==> config.mk <==
export PLATFORM = sky130hd
export DESIGN_NAME = lockstep_cmp
export DESIGN_NICKNAME = d
export VERILOG_FILES = /design/src/rtl/eros_obi_pkg.sv /design/src/rtl/lockstep_cmp_pkg.sv /design/src/rtl/obi_req_cmp.sv /design/src/rtl/lockstep_cmp.sv
export SDC_FILE = /design/constraint.sdc
export NUM_CORES = 1
export LEC_CHECK = 0
export ABC_CLOCK_PERIOD_IN_PS = 2520
export CORE_MARGIN = 10
export CORE_UTILIZATION = 27
export CTS_CLUSTER_SIZE = 16
export DETAILED_ROUTE_END_ITERATION = 12
export PLACE_DENSITY = 0.89
export SKIP_CTS_REPAIR_TIMING = 1
export SYNTH_ARGS = -nofsm -noshare
export SYNTH_HDL_FRONTEND = slang
export SYNTH_HIERARCHICAL = 1
export SYNTH_SLANG_ARGS = --single-unit
==> constraint.sdc <==
create_clock -name clk_i -period 2.52 [get_ports clk_i]
set_input_delay 0.378 -clock clk_i [delete_from_list [all_inputs] [get_ports clk_i]]
set_output_delay 0.378 -clock clk_i [all_outputs]
set_load 0.02 [all_outputs]
==> src/rtl/eros_obi_pkg.sv <==
`default_nettype none
// ============================================================================
//  Module      : eros_obi_pkg
//  Description : Shared OBI request-channel type. The lockstep checker
//                compares these fields between the two harts.
//  Revision    : 1.0  initial release
// ============================================================================
package eros_obi_pkg;

    typedef struct packed {
        logic        req;
        logic [31:0] addr;
        logic        we;
        logic [3:0]  be;
        logic [31:0] wdata;
    } obi_req_t;

endpackage : eros_obi_pkg
`default_nettype wire

==> src/rtl/lockstep_cmp_pkg.sv <==
`default_nettype none
// ============================================================================
//  Module      : lockstep_cmp_pkg
//  Description : Types shared by the lockstep request comparator: FSM state
//                encoding and the divergence cause code.
//  Revision    : 1.0  initial release
// ============================================================================
package lockstep_cmp_pkg;

    localparam int ERR_CAUSE_W = 2;

    typedef enum logic [1:0] {
        IDLE   = 2'd0,
        WARMUP = 2'd1,
        CHECK  = 2'd2,
        FAULT  = 2'd3
    } lockstep_cmp_state_t;

    // Bit 0 = instruction path diverged, bit 1 = data path diverged.
    typedef enum logic [ERR_CAUSE_W-1:0] {
        NONE  = 2'd0,
        INSTR = 2'd1,
        DATA  = 2'd2,
        BOTH  = 2'd3
    } err_cause_e;

endpackage : lockstep_cmp_pkg
`default_nettype wire

==> src/rtl/obi_req_cmp.sv <==
`default_nettype none
// ============================================================================
//  Module      : obi_req_cmp
//  Description : Purely combinational comparison of two OBI requests.
//                Fields are only compared when both sides request. With
//                CHECK_DATA set, we/be are compared and wdata is compared only
//                in byte lanes enabled by be on a write.
//  Ports       : i_req_a, i_req_b - requests from hart 0 and hart 1
//                o_diverge        - 1 when the two requests differ
//  Revision    : 1.0  initial release
// ============================================================================
module obi_req_cmp
    import eros_obi_pkg::*;
#(
    parameter bit CHECK_DATA = 1'b1
) (
    input  obi_req_t i_req_a,
    input  obi_req_t i_req_b,
    output logic     o_diverge
);

    logic        w_req_diff;
    logic        w_both_req;
    logic        w_addr_diff;
    logic        w_ctl_diff;
    logic        w_wdata_diff;
    logic [31:0] w_lane_mask;

    assign w_req_diff  = i_req_a.req ^ i_req_b.req;
    assign w_both_req  = i_req_a.req & i_req_b.req;
    assign w_addr_diff = (i_req_a.addr != i_req_b.addr);

    // When be differs the cycle is already divergent, so hart 0's be alone
    // is enough to select the lanes that matter.
    assign w_lane_mask = {{8{i_req_a.be[3]}}, {8{i_req_a.be[2]}},
                          {8{i_req_a.be[1]}}, {8{i_req_a.be[0]}}};

    assign w_ctl_diff   = CHECK_DATA &&
                          ((i_req_a.we != i_req_b.we) || (i_req_a.be != i_req_b.be));
    assign w_wdata_diff = CHECK_DATA && i_req_a.we && i_req_b.we &&
                          (((i_req_a.wdata ^ i_req_b.wdata) & w_lane_mask) != 32'h0);

    assign o_diverge = w_req_diff ||
                       (w_both_req && (w_addr_diff || w_ctl_diff || w_wdata_diff));

endmodule : obi_req_cmp
`default_nettype wire

==> src/rtl/lockstep_cmp.sv <==
`default_nettype none
// ============================================================================
//  Module      : lockstep_cmp
//  Description : Delayed-lockstep request checker. Compares the time-aligned
//                instruction and data OBI requests of two harts every cycle,
//                pulses a mismatch flag, holds a sticky fault with the cause
//                and hart-0 address of the first divergence until software
//                acknowledges, and counts divergent cycles (saturating).
//  Ports       : clk_i, rst_i      - clock, synchronous active-high reset
//                enable_i          - lockstep active
//                instr_req_i[1:0]  - aligned instruction requests per hart
//                data_req_i[1:0]   - aligned data requests per hart
//                err_ack_i         - software acknowledge of the fault
//                mismatch_o        - one-cycle pulse per divergent cycle
//                error_o           - sticky fault level
//                err_cause_o       - 0 none, 1 instr, 2 data, 3 both
//                err_addr_o        - captured hart-0 address
//                err_cnt_o         - saturating divergence count
//  Revision    : 1.0  initial release
// ============================================================================
module lockstep_cmp
    import eros_obi_pkg::*;
    import lockstep_cmp_pkg::*;
#(
    parameter int NCYCLES   = 2,
    parameter int ERR_CNT_W = 8
) (
    input  logic                   clk_i,
    input  logic                   rst_i,
    input  logic                   enable_i,
    input  obi_req_t [1:0]         instr_req_i,
    input  obi_req_t [1:0]         data_req_i,
    input  logic                   err_ack_i,
    output logic                   mismatch_o,
    output logic                   error_o,
    output logic [ERR_CAUSE_W-1:0] err_cause_o,
    output logic [31:0]            err_addr_o,
    output logic [ERR_CNT_W-1:0]   err_cnt_o
);

    localparam int WARM_W = (NCYCLES < 1) ? 1 : $clog2(NCYCLES + 1);

    lockstep_cmp_state_t  r_state;
    logic [WARM_W-1:0]    r_warm;
    logic                 r_mismatch;
    logic                 r_error;
    err_cause_e           r_cause;
    logic [31:0]          r_addr;
    logic [ERR_CNT_W-1:0] r_cnt;

    logic       w_instr_div;
    logic       w_data_div;
    logic       w_live;
    logic       w_instr_hit;
    logic       w_data_hit;
    logic       w_any;
    err_cause_e w_cause;
    logic [31:0] w_addr;

    obi_req_cmp #(
        .CHECK_DATA (1'b0)
    ) u_cmp_instr (
        .i_req_a   (instr_req_i[0]),
        .i_req_b   (instr_req_i[1]),
        .o_diverge (w_instr_div)
    );

    obi_req_cmp #(
        .CHECK_DATA (1'b1)
    ) u_cmp_data (
        .i_req_a   (data_req_i[0]),
        .i_req_b   (data_req_i[1]),
        .o_diverge (w_data_div)
    );

    // Comparison is live in CHECK, and in FAULT only while lockstep is enabled.
    assign w_live      = enable_i && ((r_state == CHECK) || (r_state == FAULT));
    assign w_instr_hit = w_live && w_instr_div;
    assign w_data_hit  = w_live && w_data_div;
    assign w_any       = w_instr_hit || w_data_hit;
    assign w_cause     = err_cause_e'({w_data_hit, w_instr_hit});
    // Instruction address wins when both paths diverge.
    assign w_addr      = w_instr_hit ? instr_req_i[0].addr : data_req_i[0].addr;

    always_ff @(posedge clk_i) begin
        if (rst_i) begin
            r_state    <= IDLE;
            r_warm     <= '0;
            r_mismatch <= 1'b0;
            r_error    <= 1'b0;
            r_cause    <= NONE;
            r_addr     <= 32'h0;
            r_cnt      <= '0;
        end else begin
            r_mismatch <= w_any;
            if (w_any && (r_cnt != {ERR_CNT_W{1'b1}})) begin
                r_cnt <= r_cnt + 1'b1;
            end

            case (r_state)
                IDLE: begin
                    if (enable_i) begin
                        r_warm  <= WARM_W'(NCYCLES);
                        // The IDLE cycle that sees enable is itself masked,
                        // so NCYCLES more WARMUP cycles complete the fill.
                        r_state <= (NCYCLES == 0) ? CHECK : WARMUP;
                    end
                end
                WARMUP: begin
                    if (!enable_i) begin
                        r_state <= IDLE;
                    end else if (r_warm <= WARM_W'(1)) begin
                        r_warm  <= '0;
                        r_state <= CHECK;
                    end else begin
                        r_warm <= r_warm - 1'b1;
                    end
                end
                CHECK: begin
                    if (!enable_i) begin
                        r_state <= IDLE;
                    end else if (w_any) begin
                        r_error <= 1'b1;
                        r_cause <= w_cause;
                        r_addr  <= w_addr;
                        r_state <= FAULT;
                    end
                end
                FAULT: begin
                    // Capture is frozen except when an ack collides with a
                    // new divergence: the new divergence replaces it.
                    if (err_ack_i && w_any) begin
                        r_cause <= w_cause;
                        r_addr  <= w_addr;
                    end else if (err_ack_i) begin
                        r_error <= 1'b0;
                        r_cause <= NONE;
                        r_addr  <= 32'h0;
                        r_state <= enable_i ? CHECK : IDLE;
                    end
                end
                default: begin
                    r_state <= IDLE;
                end
            endcase
        end
    end

    assign mismatch_o  = r_mismatch;
    assign error_o     = r_error;
    assign err_cause_o = r_cause;
    assign err_addr_o  = r_addr;
    assign err_cnt_o   = r_cnt;

endmodule : lockstep_cmp
`default_nettype wire

==> metrics.txt, run 1 <==
mean routed wirelength per cell 22.1 um; FF+latch count, synth 48; status finished, violations left; Setup-failing EPs final 35; Sw Ratio 0.280; Critical Path Sink err_cause_o[1]; clk_lat worst skew roughly 0.29 ns; Post-Syn Area per Cell approximately 9.2 um2; Cells after Synth between 300 and 400; Area Growth Syn to Fin 124%; critical path capture point type flip-flop; Max-cap violations 0; slew of the pin with the lowest slew margin between 0.7 and 0.8 ns; slack of the worst reg-to-reg path 0.97 ns; synth top area cells dfxtp_1 (29%), xnor2_1 (15%), xor2_1 (13%), mux2i_1 (9.9%), a2bb2oi_1 (8.4%); final layout net count 955; share of cells above drive strength 1 0.244; Worst Path Max Fanout 7; vias 3991; Synth Net Count 650; unique cell type count in the Yosys netlist 40; Hold WC Path Type flip-flop to flip-flop; total congestion overflow 0; Initial DRC Count 140; FP Rows 40; synthesis warning total 6; CTS buffer count 5; area leader, netlist dfxtp_1; register clock-pin slew on the reported worst setup and hold paths 0.08 ns; Leak 0.00385 uW; clock buffer depth 2; setup TNS -2.45 ns; clk root buf clkbuf_16; Post-DP HPWL 14500 um; largest net degree at the start of global routing 37; final wirelength 18500 um; first-pass GRT wire length ~25000 um; drt pass-1 iters 5; FMAX 378 MHz; pwr/cell area roughly 300 nW/um2; Main synth FF type dfxtp_1; Clock power frac 0.294; RSZ-0062 raised after global routing yes; drt drc 0; critical path class input port to flip-flop; H-tree Lvls 2; Post-synth EDFFs 0; fin crit period between 2 and 3 ns; Vias/cell 4.76; Max-slew headroom 0.516; Yosys top cell area share 0.287; post-synthesis sequential area ratio 0.287; Tcrit/Tclk final 1.05; input/output buffers 253; Net Switching 644 uW; area occupied by multi-input gates 2770 um2; Die ar. around 17000 um2; GRT Util Overall 0.181; Starting Density 0.277; crit path DAT 2.87 ns; Worst IR Drop VDD 0.242 mV; Critical Path RT 2.74 ns; cell depth of the worst flop-to-flop path 6; Worst Clk Skew 0.00960 ns; worst r2r src r_state[1]; sequential share of power 0.340; Async SR Flop Fraction 0; startpoint type of the worst setup path input port; Final Wtd Congestion 0.874; Final Slew Violations 0; Critical Path Source data_req_i[46]; die height 131 um; DRT antenna net count 0; Fin. Hold Viols 0; failing checks negative setup slack; P_int roughly 1700 uW; vias in the first global route 4448; final core utilization 0.621; antenna violations before repair 3; Reg-to-Reg End err_addr_o[11]; Combinational Power Share 0.366; core area 12100 um2; fillcell total approximately 950; post-synth design cell area between 3000 and 4000 um2; Clock Sinks 48; register area 961 um2; CTS tree built; PnR worst setup slack -0.127 ns; I/O pin cnt approximately 330; DIE WIDTH ~130 um
## worst max-delay path: stages
cell and delay (ns):
clkbuf_2 0.12, xnor2_2 0.26, nand4_1 0.14, nor4_2 0.33, nand4_1 0.17, o32a_1 0.45
o211a_4 0.32, o21ai_4 0.20, buf_6 0.16, buf_12 0.14, nand2_4 0.04, a21oi_2 0.13
## cell families (layout without fill, tap and decap cells)
kind of cell	Yosys count	after routing	share of synthesized area
xor gates and xnor gates	105	105	0.275
and+or+nand+nor	93	93	0.141
AOI/OAI and AO/OA	60	60	0.148
DFF	48	48	0.287
muxes	33	33	0.0987
buffers and inverters	19	325	0.0355
adders and majority gates	4	4	0.0150
other	0	2	0
## per-stage QoR
step           cells  total power (uW)  hold WS [ns]  setup slack [ns]  area [um2]
6_report         838              2300         0.462            -0.127        7490
5_1_grt          838              2400         0.493            -0.186        7490
4_1_cts          825              2230         0.468            -0.575        6580
3_5_place_dp     817              1560         0.457            -0.872        6430
3_3_place_gp     817              1540         0.441            -0.810        6430
2_1_floorplan    362              1040         0.437             0.122        3350
## layer usage
layer / wire length (um) / track usage
met1: 7220 / 0.197
met2: 9700 / 0.330
met3: 1350 / 0.0678
met4: 254 / 0.0315
met5: 7 / 0
## layout make-up
| cell class | count | area share |
|---|---|---|
| repair buffers | 313 | 0.451 |
| clock inverters | 3 | 0.00317 |
| inverters | 4 | 0.00201 |
| diodes | 2 | 0.000668 |
| flip-flops and latches | 48 | 0.128 |
| well taps | 168 | 0.0281 |
| multi-input cells | 295 | 0.370 |
| clock buffers | 5 | 0.0167 |
## power by group through the flow
stage          Combinational (uW)  Sequential [uW]  Clock (uW)
2_1_floorplan                 230              807           0
3_3_place_gp                  743              797           0
3_5_place_dp                  757              798           0
4_1_cts                       762              780         692
5_1_grt                       896              783         723
6_report                      843              782         677
## how the worst min path moves through the flow
| stage | from | end | slack (ns) | depth (start not counted) |
|---|---|---|---|---|
| after CTS | r_warm[0] | r_warm[0] | 0.47 | 2 |
| after global placement | r_warm[0] | r_warm[0] | 0.44 | 2 |
| after global routing | r_warm[0] | r_warm[0] | 0.49 | 2 |
| after floorplan | r_warm[0] | r_warm[0] | 0.44 | 2 |
| after detailed placement | r_warm[0] | r_warm[0] | 0.46 | 2 |
| final | r_warm[0] | r_warm[0] | 0.46 | 2 |
## layout by cell type, fill, tap and decap left out, drive strengths merged, types with 3 or more instances in the layout
| master | n |
|---|---|
| nor4 | 12 |
| and2 | 3 |
| a2bb2oi | 32 |
| nand4 | 20 |
| clkdlybuf4s50 | 131 |
| a21oi | 6 |
| xnor2 | 56 |
| dfxtp | 48 |
| clkbuf | 23 |
| nand3 | 3 |
| o21ai | 8 |
| nand2 | 3 |
| mux2i | 33 |
| ha | 4 |
| nor2 | 44 |
| xor2 | 49 |
| inv | 4 |
| buf | 62 |
| dlymetal6s2s | 102 |
## Yosys cell counts, drive strengths merged (3+ instances only)
| cell | instances |
|---|---|
| o21ai | 8 |
| xnor2 | 56 |
| nand3 | 3 |
| nor4 | 12 |
| and2 | 3 |
| buf | 10 |
| nand2 | 3 |
| a21oi | 6 |
| mux2i | 33 |
| nand4 | 20 |
| dfxtp | 48 |
| xor2 | 49 |
| clkbuf | 5 |
| nor2 | 44 |
| inv | 4 |
| ha | 4 |
| a2bb2oi | 32 |
## flip-flops by register name, summed over array words and instances (netlist names)
signal and flops:
err_addr_o 32, err_cnt_o 8, err_cause_o 2, r_state 2, r_warm 2, error_o 1, mismatch_o 1
Note: power is estimated with default switching activity, not from simulation.
==> run 2, diff against run 1 <==
- CORE_ASPECT_RATIO: not set -> 1.1
- CORE_UTILIZATION: 27 -> 29
- PLACE_DENSITY: 0.89 -> 0.91
- SYNTH_HIERARCHICAL: 1 -> not set
==> metrics.txt, run 2 <==
status finished, violations left; failing checks negative setup slack; CTS buffer count 5 (unchanged); critical path capture point type flip-flop; Critical Path RT 2.74 ns (about the same); Hold WC Path Type input port to flip-flop; cell depth of the worst flop-to-flop path 6 (unchanged); CTS tree built; total power 2440 uW (+5.9%); input/output buffers 253 (unchanged); Worst Clk Skew 0.00404 ns (-0.00556 ns); core area 12100 um2 (+0.64%); Post-Synth Adder-Cell Area 0.0138 (-0.00119); Synth Area in Compound Gates 0.210 (+0.0622); Async SR Flop Fraction 0 (unchanged); Initial DRC Count 189 (+35%); Yosys top cell area share 0.264 (-0.0228); final core utilization 0.625 (+0.00366); Tcrit/Tclk final 1.02 (-0.0263); Final Slew Violations 0 (unchanged); GRT Util Overall 0.184 (+0.00303); main combinational cell family by area after synthesis XOR/XNOR gates; Worst Path Max Fanout 5 (-2); Post-DP HPWL 15100 um (+4.1%); Post-Syn Area per Cell 9.44 um2 (+2.1%); post-synth design cell area 3640 um2 (+8.6%); clock buffer depth 2 (unchanged); simple-gate portion of the synthesized area 0.112 (-0.0295); Setup-failing EPs final 4 (-89%); Final Wtd Congestion 0.808 (-7.6%); most frequent cells in the layout clkdlybuf4s50_1 (213), xnor2_1 (71), buf_4 (67); Starting Density 0.300 (+0.0220); antenna violations before repair 2 (-1); pre-CTS WS -0.650 ns (+0.222 ns); synth top area cells dfxtp_1 (26%), xnor2_1 (19%), o32ai_2 (13%), mux2i_1 (9.1%), xor2_1 (4.8%); startpoint type of the worst setup path input port; final wirelength 17800 um (-3.8%); Main synth FF type dfxtp_1; Worst IR Drop VDD 0.260 mV (+7.8%); DRT antenna net count 0 (unchanged); fin crit period 2.58 ns (-0.0662 ns); Vias/cell 4.85 (+1.9%); mean routed wirelength per cell 20.5 um (-7.1%); final layout net count 999 (+4.6%); synthesis warning total 0 (-6); vias in the first global route 4688 (+5.4%); clk root buf clkbuf_16; commonest non-fill, non-tap cell in the layout clkdlybuf4s50_1; clk_lat worst skew 0.30 ns (about the same); first-pass GRT wire length 25000 um (+0.66%); pwr/cell area 322 nW/um2 (+4.7%); Clock Sinks 48 (unchanged); total congestion overflow 0 (unchanged); critical path class input port to flip-flop; Post-Layout Cell Count 868 (+3.6%); register clock-pin slew on the reported worst setup and hold paths 0.07 ns (about the same); I/O pin cnt 328 (unchanged); drt drc 0 (unchanged); crit path DAT 2.80 ns (-0.07 ns); vias 4211 (+5.5%); most common cell in the netlist xnor2_1; post-synthesis sequential area ratio 0.264 (-0.0228); area leader, netlist dfxtp_1; largest net degree at the start of global routing 29 (-22%); Synth Net Count 673 (+3.5%); Max-cap violations 0 (unchanged); Area Growth Syn to Fin 108%; placed cells 847 (+3.7%); RSZ-0062 raised after global routing yes; Post-Synth XOR/XNOR Area 0.236 (-0.0387); Leak 0.00293 uW (-24%); Fin. Hold Viols 0 (unchanged); max FFs per register 32 (unchanged); H-tree Lvls 2 (unchanged); unique cell type count in the Yosys netlist 43 (+7.5%); FP Rows 42 (+5.0%); share of cells above drive strength 1 0.222 (-0.0221); Max-slew headroom 0.565 (+0.0484); post-synthesis mux area share 0.0981 (-0.000619); FF+latch count, synth 48 (unchanged); Post-synth EDFFs 0 (unchanged); die height 137 um (+4.6%); hold depth 3 (+1); slew of the pin with the lowest slew margin 0.653 ns (-0.0727 ns); top cells by count, synth xnor2_1 (78), dfxtp_1 (48), inv_1 (40), mux2i_1 (33), o32ai_2 (28); drt pass-1 iters 4 (-1); Die ar. 17400 um2 (+1.0%); FMAX 388 MHz (+2.6%); PnR worst setup slack -0.0606 ns (+0.0662 ns); DIE WIDTH 127 um (-3.5%); Cells after Synth 385 (+6.4%)
run 2: cell type report:
| class | count | area, um2 |
|---|---|---|
| inverters | 40 | 150 |
| clock inverters | 3 | 47.5 |
| diodes | 2 | 5.00 |
| fillers | 941 | 4560 |
| clock buffers | 5 | 125 |
| well taps | 154 | 193 |
| repair buffers | 334 | 3370 |
| flip-flops and latches | 48 | 961 |
| multi-input cells | 282 | 2730 |
run 2: routing by layer:
layer	up-vias	routed length, um	GRT usage	share of wire
met1	1960	6510	0.186	0.37
met3	21	1500	0.0669	0.084
met4	0	478	0.0658	0.027
li1	2029	-	-	-
met5	-	0	0	0
met2	201	9350	0.341	0.52
run 2: worst max-delay path, stage by stage:
cell             delay (ns)
clkdlybuf4s50_1        0.46
xnor2_2                0.24
nand4_1                0.17
nor4_2                 0.16
nand4_1                0.16
o32ai_4                0.32
buf_12                 0.15
a211o_4                0.13
a21boi_4               0.07
buf_12                 0.15
clkbuf_16              0.15
o32ai_4                0.25
run 2: through the flow:
step	hold slack (ns)	TNS [ns]	area, um2
2_1_floorplan	0.463	0	3640
4_1_cts	0.477	-12.14	7040
3_3_place_gp	0.462	-21.44	6860
6_report	0.420	-0.120	7580
3_5_place_dp	0.464	-25.18	6860
5_1_grt	0.437	-2.51	7580
run 2: cells by family after synthesis:
logic type	after synthesis
xor gates and xnor gates	98
and+or+nand+nor	75
AOI/OAI and AO/OA	70
buffers and inverters	55
DFF	48
muxes	35
adders and majority gates	4
run 2: final timing paths:
check	slack, ns	startpoint	to
min reg2reg	0.49	err_addr_o[7]	err_addr_o[7]
max	-0.06	data_req_i[118]	err_addr_o[20]
min	0.42	data_req_i[37]	err_addr_o[0]
max reg2reg	0.52	err_cnt_o[0]	err_cnt_o[3]
run 2: power by group:
part | internal, uW | leakage [uW] | total (uW) | switching (uW)
combinational | 546 | 0.00246 | 874 | 328
clock | 472 | 0.0000840 | 784 | 312
sequential | 771 | 0.000388 | 781 | 10.6
